### src/rtl/serial_tx20.sv
// serial_tx20: parallel-in, serial-out transmitter.
// Takes one word through a valid/ready handshake and shifts it out with
// DIV clock cycles per bit. While bits are on sdo, frame is high, and
// bit_stb marks the last cycle of each bit period as the receiver's
// sample point. done pulses once after a word completes. All outputs are
// registered.
//
// state    | meaning
// ---------+-----------------------------------------------------------
// ST_IDLE  | waiting for a word; in_ready high from the first edge out of reset
// ST_SHIFT | word on the line; div_cnt paces bits, bit_cnt counts bits sent
// ST_DONE  | one-cycle gap after the last bit with the done pulse high
module serial_tx20 #(
    parameter int WIDTH     = 20,
    parameter int DIV       = 4,
    parameter int MSB_FIRST = 1
) (
    input  logic             clk,
    input  logic             rst,
    input  logic [WIDTH-1:0] in_data,
    input  logic             in_valid,
    output logic             in_ready,
    input  logic             abort,
    output logic             sdo,
    output logic             frame,
    output logic             bit_stb,
    output logic             done
);

    // DIV=1 would need a zero-width counter; keep one bit that never leaves 0.
    localparam int DW = (DIV > 1) ? $clog2(DIV) : 1;
    localparam int BW = $clog2(WIDTH);
    localparam logic [DW-1:0] DIV_LAST = DW'(DIV - 1);
    localparam logic [BW-1:0] BIT_LAST = BW'(WIDTH - 1);

    localparam logic [1:0] ST_IDLE  = 2'd0;
    localparam logic [1:0] ST_SHIFT = 2'd1;
    localparam logic [1:0] ST_DONE  = 2'd2;

    logic [1:0]       state;
    logic [WIDTH-1:0] shreg;
    logic [DW-1:0]    div_cnt;
    logic [BW-1:0]    bit_cnt;

    logic             div_wrap;
    logic             last_bit;
    logic [DW-1:0]    div_next;
    logic [WIDTH-1:0] shifted;
    logic             first_bit;
    logic             next_bit;

    // Bit-period pacing and shifter lookahead. sdo is registered, so the
    // next bit is taken from the position it will occupy after the shift.
    always_comb begin
        div_wrap  = (div_cnt == DIV_LAST);
        last_bit  = (bit_cnt == BIT_LAST);
        div_next  = div_wrap ? '0 : div_cnt + 1'b1;
        if (MSB_FIRST != 0) begin
            shifted   = {shreg[WIDTH-2:0], 1'b0};
            first_bit = in_data[WIDTH-1];
            next_bit  = shreg[WIDTH-2];
        end else begin
            shifted   = {1'b0, shreg[WIDTH-1:1]};
            first_bit = in_data[0];
            next_bit  = shreg[1];
        end
    end

    // Handshake, shifter, counters and registered outputs.
    always_ff @(posedge clk or negedge rst) begin
        if (!rst) begin
            state    <= ST_IDLE;
            shreg    <= '0;
            div_cnt  <= '0;
            bit_cnt  <= '0;
            in_ready <= 1'b0;
            sdo      <= 1'b0;
            frame    <= 1'b0;
            bit_stb  <= 1'b0;
            done     <= 1'b0;
        end else begin
            case (state)
                ST_IDLE: begin
                    done    <= 1'b0;
                    bit_stb <= 1'b0;
                    if (in_ready && in_valid) begin
                        state    <= ST_SHIFT;
                        shreg    <= in_data;
                        in_ready <= 1'b0;
                        frame    <= 1'b1;
                        sdo      <= first_bit;
                        div_cnt  <= '0;
                        bit_cnt  <= '0;
                        // bit_stb is registered, so it is set one cycle ahead:
                        // with DIV=1 the first cycle is already a sample point.
                        bit_stb  <= (DIV_LAST == '0);
                    end else begin
                        in_ready <= 1'b1;
                    end
                end
                ST_SHIFT: begin
                    if (abort) begin
                        // Cancel wins over any bit or end-of-word step this edge.
                        state    <= ST_IDLE;
                        in_ready <= 1'b1;
                        frame    <= 1'b0;
                        sdo      <= 1'b0;
                        bit_stb  <= 1'b0;
                        div_cnt  <= '0;
                        bit_cnt  <= '0;
                        shreg    <= '0;
                    end else if (div_wrap && last_bit) begin
                        state   <= ST_DONE;
                        frame   <= 1'b0;
                        sdo     <= 1'b0;
                        bit_stb <= 1'b0;
                        done    <= 1'b1;
                        div_cnt <= '0;
                        bit_cnt <= '0;
                        shreg   <= '0;
                    end else begin
                        div_cnt <= div_next;
                        bit_stb <= (div_next == DIV_LAST);
                        if (div_wrap) begin
                            bit_cnt <= bit_cnt + 1'b1;
                            shreg   <= shifted;
                            sdo     <= next_bit;
                        end
                    end
                end
                ST_DONE: begin
                    state    <= ST_IDLE;
                    done     <= 1'b0;
                    in_ready <= 1'b1;
                end
                default: begin
                    state    <= ST_IDLE;
                    in_ready <= 1'b0;
                    frame    <= 1'b0;
                    sdo      <= 1'b0;
                    bit_stb  <= 1'b0;
                    done     <= 1'b0;
                end
            endcase
        end
    end

endmodule

### config.mk
export PLATFORM = sky130hd
export DESIGN_NAME = serial_tx20
export DESIGN_NICKNAME = d
export VERILOG_FILES = /design/src/rtl/serial_tx20.sv
export SDC_FILE = /design/constraint.sdc
export NUM_CORES = 1
export LEC_CHECK = 0
export ABC_CLOCK_PERIOD_IN_PS = 2350
export BUFFER_PORTS_ARGS = -buffer_cell sky130_fd_sc_hd__buf_4
export CORE_ASPECT_RATIO = 0.75
export CORE_UTILIZATION = 55
export DETAILED_ROUTE_END_ITERATION = 10
export PLACE_DENSITY_LB_ADDON = 0.2
export SLEW_MARGIN = 20
export SYNTH_ARGS = -nofsm -noshare
export SYNTH_HDL_FRONTEND = slang
export SYNTH_SLANG_ARGS = --single-unit
### constraint.sdc
create_clock -name clk -period 2.35 [get_ports clk]
set_input_delay 0.3525 -clock clk [delete_from_list [all_inputs] [get_ports clk]]
set_output_delay 0.3525 -clock clk [all_outputs]
set_load 0.02 [all_outputs]
==> results of run 1 <==
timing repair:
action,in CTS,in global routing
hold endpoints to repair,18,0
buffers inserted,0,0
hold buffers,1,0
setup endpoints to repair,0,18
metrics by stage:
stage / hold WS, ps / area [µm²] / setup slack (ps) / utilization [%] / std cells
global route: 373.6 / 2007 / 25.34 / 73.18 / 206
finish: 335.9 / 2007 / 157.3 / 73.18 / 206
global placement: 310.2 / 1856 / 222.3 / 67.66 / 196
CTS: 332.8 / 1999 / 83.43 / 72.90 / 205
detailed placement: 313.5 / 1856 / 99.61 / 67.66 / 196
floorplan: 56.91 / 1677 / 410.3 / - / 140
power groups by stage:
stage	sequential [µW]	combinational, µW	clock (µW)
floorplan	917	841	0
global placement	919	917	0
detailed placement	928	973	0
CTS	922	976	645
global route	949	1120	664
finish	926	1010	639
registers in the layout, summed over array words and instances, names as in the netlist:
name / count
div_cnt: 2
sdo: 1
bit_cnt: 5
state: 2
shreg: 19
frame: 1
bit_stb: 1
in_ready: 1
done: 1
cells by family (layout without fill, tap and decap cells):
family,Yosys count,count (layout),synth area share (%)
adder cells (fa/ha/maj),7,7,5.224
buffers and inverters,13,42,6.119
AND/OR/NAND/NOR,44,45,17.76
AO/OA/AOI/OAI,43,43,21.64
flip-flops,33,33,49.25
layer usage:
metal	vias up	part of all wire [%]	routed length (µm)	track usage, %
met5	-	0	0	0
met4	0	2.3	85	10.14
met3	10	5.2	190	8.796
met2	32	46	1687	35.71
met1	629	47	1718	33.89
li1	593	-	-	-
layout make-up:
type / instances / area, µm² / share of cell area, %
Inverter: 3 / 11.26 / 0.5611
Clock inverter: 3 / 65.06 / 3.242
Timing Repair Buffer: 31 / 235.2 / 11.72
Sequential cell: 33 / 825.8 / 41.15
Clock buffer: 5 / 68.82 / 3.429
Multi-Input combinational cell: 95 / 755.7 / 37.66
Tap cell: 36 / 45.04 / 2.244
worst paths after layout:
check | startpoint | endpoint
max | state[1] | shreg[2]
min | in_data[0] | shreg[0]
max reg2reg | state[1] | shreg[2]
min reg2reg | shreg[0] | shreg[0]
max in group asynchronous | rst | sdo
min in group asynchronous | rst | state[0]
cell usage after synthesis:
library cell,instances
sky130_fd_sc_hd__dfrtp_1,33
sky130_fd_sc_hd__nor3b_1,19
sky130_fd_sc_hd__a221o_1,18
sky130_fd_sc_hd__o21ai_0,11
sky130_fd_sc_hd__nand2_1,8
sky130_fd_sc_hd__buf_6,7
sky130_fd_sc_hd__ha_1,7
sky130_fd_sc_hd__o31ai_1,5
sky130_fd_sc_hd__inv_1,3
sky130_fd_sc_hd__a22oi_1,2
sky130_fd_sc_hd__clkbuf_1,2
sky130_fd_sc_hd__nand2b_1,2
sky130_fd_sc_hd__nand2b_4,2
sky130_fd_sc_hd__nand3_1,2
sky130_fd_sc_hd__nor2_1,2
sky130_fd_sc_hd__nor2b_1,2
sky130_fd_sc_hd__nor4_1,2
sky130_fd_sc_hd__o21a_1,2
sky130_fd_sc_hd__a21boi_4,1
sky130_fd_sc_hd__a21oi_1,1
sky130_fd_sc_hd__and2_1,1
sky130_fd_sc_hd__and3_1,1
sky130_fd_sc_hd__buf_2,1
sky130_fd_sc_hd__nor2b_4,1
sky130_fd_sc_hd__nor3_1,1
sky130_fd_sc_hd__o22a_1,1
sky130_fd_sc_hd__o31a_4,1
sky130_fd_sc_hd__o32a_1,1
sky130_fd_sc_hd__or3_4,1
worst reg2reg max path: cells and delay by family (launching register included):
family | cells | cell delay [ps]
and+or+nand+nor | 3 | 1040
AOI/OAI and AO/OA | 1 | 330
DFF | 1 | 410
adders and majority gates | 1 | 190
buffers and inverters | 1 | 100
==> reports/summary.txt, run 1 <==
=====================================================================================
Outcome                                                                  finished clean
Worst slew margin                                                              65.63%
Final Slew Violations                                                               0
Worst reg-to-reg path cell count                                                    6
Most frequent cells in the layout                                        sky130_fd_sc_hd__dfrtp_1, sky130_fd_sc_hd__buf_4, sky130_fd_sc_hd__nor3b_1
Least-Margin Pin Slew                                                        514.5 ps
Post-DP HPWL                                                                  2311 µm
Number of iterations in the first detailed-routing pass                             4
Post-detailed-route wirelength per cell                                      17.87 µm
Setup repair after global routing missed its margin                                no
Mapped Area                                                              0.001677 mm²
H-tree depth                                                                        2
Area fraction of the dominant cell type after synthesis                        49.25%
Number of stages on the worst setup path                                            6
1st-iter DRT viols                                                                133
Die width                                                                    65.76 µm
Largest area contributor in the synthesized netlist                      sky130_fd_sc_hd__dfrtp_1
Number of filler instances in the final layout                                    187
Vert. Die Dim                                                                49.82 µm
Overall routing resource usage                                                 24.84%
Clock-pin slew of the registers on the worst-case setup and hold paths          70 ps
Worst Path Buf+Inv                                                                  1
Combinational fraction of design power                                          39.3%
Fin crit period                                                               2193 ps
Clock tree root driver cell                                              sky130_fd_sc_hd__clkbuf_8
Maximum fanout along the worst path                                                24
Number of CTS-inserted buffers                                                      5
Post-CTS resize count                                                               0
Register bit count reported by yosys                                               33
Boundary Pins                                                                      29
Slowest cell on the critical path                                        sky130_fd_sc_hd__nor3b_1
Synthesis warning total                                                             0
Switching part of the total                                                    35.98%
Final Cycle Share                                                              93.30%
Layout area overhead                                                           19.70%
Clock insertion delay at the later pin of the skew report                      300 ps
Pwr Total                                                                     2579 µW
Layout Nets                                                                       200
Ant. Diodes                                                                         0
Count of mapped cells out of synthesis                                            140
Setup TNS Final                                                                  0 ps
Share of layout cells above drive strength 1                                   26.47%
Worst path cell trace                                                    inv_1 -> ha_1 -> nor3b_1 -> or3_4 -> nor2b_4 -> a221o_1
Number of antenna violations at the first check in global routing                   0
Largest net degree at the start of global routing                                  48
Final routed DRC violation total                                                    0
Detail Route Antenna Nets                                                           0
Total die area                                                           0.003276 mm²
Leading cell types by total area after synthesis                         sky130_fd_sc_hd__dfrtp_1, sky130_fd_sc_hd__a221o_1, sky130_fd_sc_hd__nor3b_1, sky130_fd_sc_hd__ha_1, sky130_fd_sc_hd__buf_6
CP required                                                                   2520 ps
TritonCTS clock tree                                                             done
Standard cell core area                                                  0.002743 mm²
Most frequent standard cell in the layout excluding fill and tap cells   sky130_fd_sc_hd__dfrtp_1
Power spent charging and discharging nets                                    927.8 µW
Final Setup Violations                                                              0
Via-to-Cell Ratio                                                               6.136
Top cell family by delay on the critical path                            simple AND/OR/NAND/NOR gates
Internal Dissipation                                                          1651 µW
Wire length of the first global-routing pass                                  5858 µm
Effective utilization at floorplan                                             61.13%
Ratio of total power to cell area                                         1285 mW/mm²
Cells on Worst Hold Path                                                            3
Arrival time of the worst setup path                                          2360 ps
Max Buffers Root-to-Sink                                                            2
Syn Nets                                                                          171
Number of maximum-capacitance constraint violations                                 0
Average instance area after synthesis                                       11.98 µm²
Routed wire length                                                            3682 µm
Post-synth cell types                                                              29
Portion of total power attributed to the clock network                          24.8%
Sort of element at the start of the critical path                           flip-flop
Number of global-route vias before repair                                        1233
IR Drop Worst-Case VDD                                                      0.7836 mV
Number of cell rows                                                                16
Gpl congestion                                                                 0.7840
Final worst clock skew                                                       6.708 ps
Register share of total power                                                   35.9%
Setup crit end kind                                                         flip-flop
Worst min path class                                                     primary input to flip-flop
Number of sinks on the clock net                                                   33
Quantity of I/O buffers inserted on ports                                          28
Hold Vio Cnt, Final                                                                 0
Worst Path Class, Setup                                                  flip-flop to flip-flop
Achievable Freq                                                             456.1 MHz
Static Leak                                                              0.0009056 µW
Reg-to-reg setup timing slack                                                  160 ps
Delay of the slowest cell on the worst path                                    460 ps
Via Count                                                                        1264
Share of synthesized area occupied by flip-flops and latches                   49.25%
GRT Residual Overflow                                                               0
=====================================================================================
Note: power is estimated with default switching activity, not from simulation.
==> run 2: changes to the inputs <==
--- a/config.mk
+++ b/config.mk
@@ -7,10 +7,13 @@
 export LEC_CHECK = 0
 export ABC_CLOCK_PERIOD_IN_PS = 2350
 export BUFFER_PORTS_ARGS = -buffer_cell sky130_fd_sc_hd__buf_4
+export CAP_MARGIN = 20
 export CORE_ASPECT_RATIO = 0.75
 export CORE_UTILIZATION = 55
+export CTS_CLUSTER_DIAMETER = 40
 export DETAILED_ROUTE_END_ITERATION = 10
 export PLACE_DENSITY_LB_ADDON = 0.2
+export REMOVE_ABC_BUFFERS = 1
 export SLEW_MARGIN = 20
 export SYNTH_ARGS = -nofsm -noshare
 export SYNTH_HDL_FRONTEND = slang
==> run 2 against run 1 <==
  * The flow now finishes with violations (negative hold slack)
  * Sequential power shrank 0.5%
  * First-iteration DRC count shrank 43%
  * Clock-buffer cell count grew 1
  * Power shrank 9.1%
  * Clock skew shrank 2.9 ps
  * Sequential share of layout area grew 1.0 points
  * Highest routed layer unchanged
==> reports/summary.txt, run 2 (same netlist as run 1, synthesis figures left out) <==
=====================================================================================
Hold Vio Cnt, Final                                                                 1   was 0
Largest net degree at the start of global routing                                  34   was 48
Number of CTS-inserted buffers                                                      5   unchanged
Setup Buffers After CTS                                                             0   unchanged
Effective utilization at floorplan                                             61.13%   unchanged
Vert. Die Dim                                                                49.82 µm   unchanged
Gpl congestion                                                                 0.8042   was 0.7840
Power spent charging and discharging nets                                    875.1 µW   was 927.8 µW
H-tree depth                                                                        2   unchanged
Worst min path class                                                     primary input to async pin   was primary input to flip-flop
Static Leak                                                              0.0008850 µW   was 0.0009056 µW
Sort of element at the start of the critical path                           flip-flop   unchanged
Setup crit end kind                                                         flip-flop   unchanged
Setup TNS Final                                                                  0 ps   unchanged
Registers with the highest flip-flop counts                              shreg (19), bit_cnt (5)   unchanged
Most frequent cells in the layout                                        sky130_fd_sc_hd__dfrtp_1, sky130_fd_sc_hd__buf_4, sky130_fd_sc_hd__nor3b_1   unchanged
Max reg flops                                                                      19   unchanged
Via Count                                                                        1247   was 1264
Number of cell rows                                                                16   unchanged
GRT Residual Overflow                                                               0   unchanged
Layout Nets                                                                       199   was 200
IR Drop Worst-Case VDD                                                      0.5316 mV   was 0.7836 mV
Combinational fraction of design power                                          43.4%   was 39.3%
Layout Utilization                                                             71.40%   was 73.18%
CTS hold repair buffers                                                             0   was 1
Boundary Pins                                                                      29   unchanged
Arrival time of the worst setup path                                          2380 ps   was 2360 ps
Worst slew margin                                                              71.89%   was 65.63%
Achievable Freq                                                             462.7 MHz   was 456.1 MHz
Number of antenna violations at the first check in global routing                   0   unchanged
Pre-CTS worst setup slack                                                    202.6 ps   was 99.61 ps
Least-Margin Pin Slew                                                        420.7 ps   was 514.5 ps
Detail Route Antenna Nets                                                           0   unchanged
Post-CTS resize count                                                               0   unchanged
Most frequent standard cell in the layout excluding fill and tap cells   sky130_fd_sc_hd__dfrtp_1   unchanged
Final Setup Violations                                                              0   unchanged
Routed wire length                                                            3264 µm   was 3682 µm
Portion of total power attributed to the clock network                          17.3%   was 24.8%
Clock tree root driver cell                                              sky130_fd_sc_hd__clkbuf_8   unchanged
Via-to-Cell Ratio                                                               6.083   was 6.136
Final worst clock skew                                                       3.794 ps   was 6.708 ps
Final routed DRC violation total                                                    0   unchanged
Worst hold margin                                                          -0.6030 ps   was 335.9 ps
Post-detailed-route wirelength per cell                                      15.92 µm   was 17.87 µm
Register containing the most flip-flops in the final layout                     shreg   unchanged
Maximum fanout along the worst path                                                23   was 24
Violations in the final reports                                          negative hold slack
Overall routing resource usage                                                 23.51%   was 24.84%
Wire length of the first global-routing pass                                  5575 µm   was 5858 µm
Switching part of the total                                                    37.34%   was 35.98%
Final Slew Violations                                                               0   unchanged
Post-DP HPWL                                                                  2262 µm   was 2311 µm
Number of iterations in the first detailed-routing pass                             4   unchanged
Share of layout cells above drive strength 1                                   26.04%   was 26.47%
Number of maximum-capacitance constraint violations                                 0   unchanged
Ant. Diodes                                                                         0   unchanged
Worst Path Class, Setup                                                  flip-flop to flip-flop   unchanged
Standard cell core area                                                  0.002743 mm²   unchanged
Number of filler instances in the final layout                                    187   unchanged
Quantity of I/O buffers inserted on ports                                          28   unchanged
1st-iter DRT viols                                                                 76   was 133
Clock insertion delay at the later pin of the skew report                      290 ps   was 300 ps
Fin crit period                                                               2161 ps   was 2193 ps
Final Cycle Share                                                              91.97%   was 93.30%
Internal Dissipation                                                          1468 µW   was 1651 µW
Ratio of total power to cell area                                         1197 mW/mm²   was 1285 mW/mm²
CP required                                                                   2570 ps   was 2520 ps
Die width                                                                    65.76 µm   unchanged
Setup repair after global routing missed its margin                                no   unchanged
Number of sinks on the clock net                                                   33   unchanged
Register share of total power                                                   39.3%   was 35.9%
Number of global-route vias before repair                                        1159   was 1233
Total die area                                                           0.003276 mm²   unchanged
Layout area overhead                                                           16.79%   was 19.70%
Clock-pin slew of the registers on the worst-case setup and hold paths          70 ps   about the same
Max Buffers Root-to-Sink                                                            2   unchanged
Final worst slack                                                            188.7 ps   was 157.3 ps
TritonCTS clock tree                                                             done   unchanged
Outcome                                                                  complete, but fails checks   was finished clean
=====================================================================================
run 2: worst max-delay path, cell delays in order, from the launching register on:
cell                       delay, ps
sky130_fd_sc_hd__dfrtp_1         390
sky130_fd_sc_hd__inv_1            90
sky130_fd_sc_hd__ha_1            260
sky130_fd_sc_hd__a21boi_4        190
sky130_fd_sc_hd__or3_4           520
sky130_fd_sc_hd__nor2b_4         410
sky130_fd_sc_hd__a221o_1         230
run 2: final cells by class:
cell class	instances	area (µm²)	area share (%)
Inverter	3	11.26	0.5751
Tap cell	36	45.04	2.300
Sequential cell	33	825.8	42.17
Timing Repair Buffer	31	245.2	12.52
Clock inverter	2	10.01	0.5112
Clock buffer	6	72.57	3.706
Multi-Input combinational cell	94	748.2	38.21
run 2: power groups by stage:
| stage | Clock, µW | Combinational, µW | Sequential, µW |
|---|---|---|---|
| finish | 405 | 1020 | 921 |
| floorplan | 0 | 681 | 917 |
| CTS | 413 | 1020 | 917 |
| global placement | 0 | 967 | 914 |
| detailed placement | 0 | 1020 | 924 |
| global route | 440 | 1130 | 946 |
run 2: worst paths after layout:
kind                                  from        end  slack [ps]  cells past startpoint
worst max register to register    state[0]  shreg[17]         190                      6
worst min-delay path                   rst      frame        -0.6                      1
worst min register to register    shreg[0]   shreg[0]         490                      2
min in group clk                in_data[0]   shreg[0]         340                      3
worst max-delay path              state[0]  shreg[17]         190                      6
max in group asynchronous              rst   shreg[7]        2060                      1
run 2: per-stage QoR:
stage	area, µm²	power [µW]	cells
floorplan	1585	1598	130
global placement	1876	1881	197
detailed placement	1876	1945	197
CTS	1958	2354	205
global route	1958	2519	205
finish	1958	2344	205
run 2: metal layers:
layer  part of all wire (%)  wire length (µm)  track usage (%)  up-vias
li1                       -                 -                -      589
met1                     48              1566            33.58      610
met2                     44              1442            33.50       42
met3                    6.1               200            6.250        6
met4                    1.7                54            9.783        0
met5                      0                 0                0        -
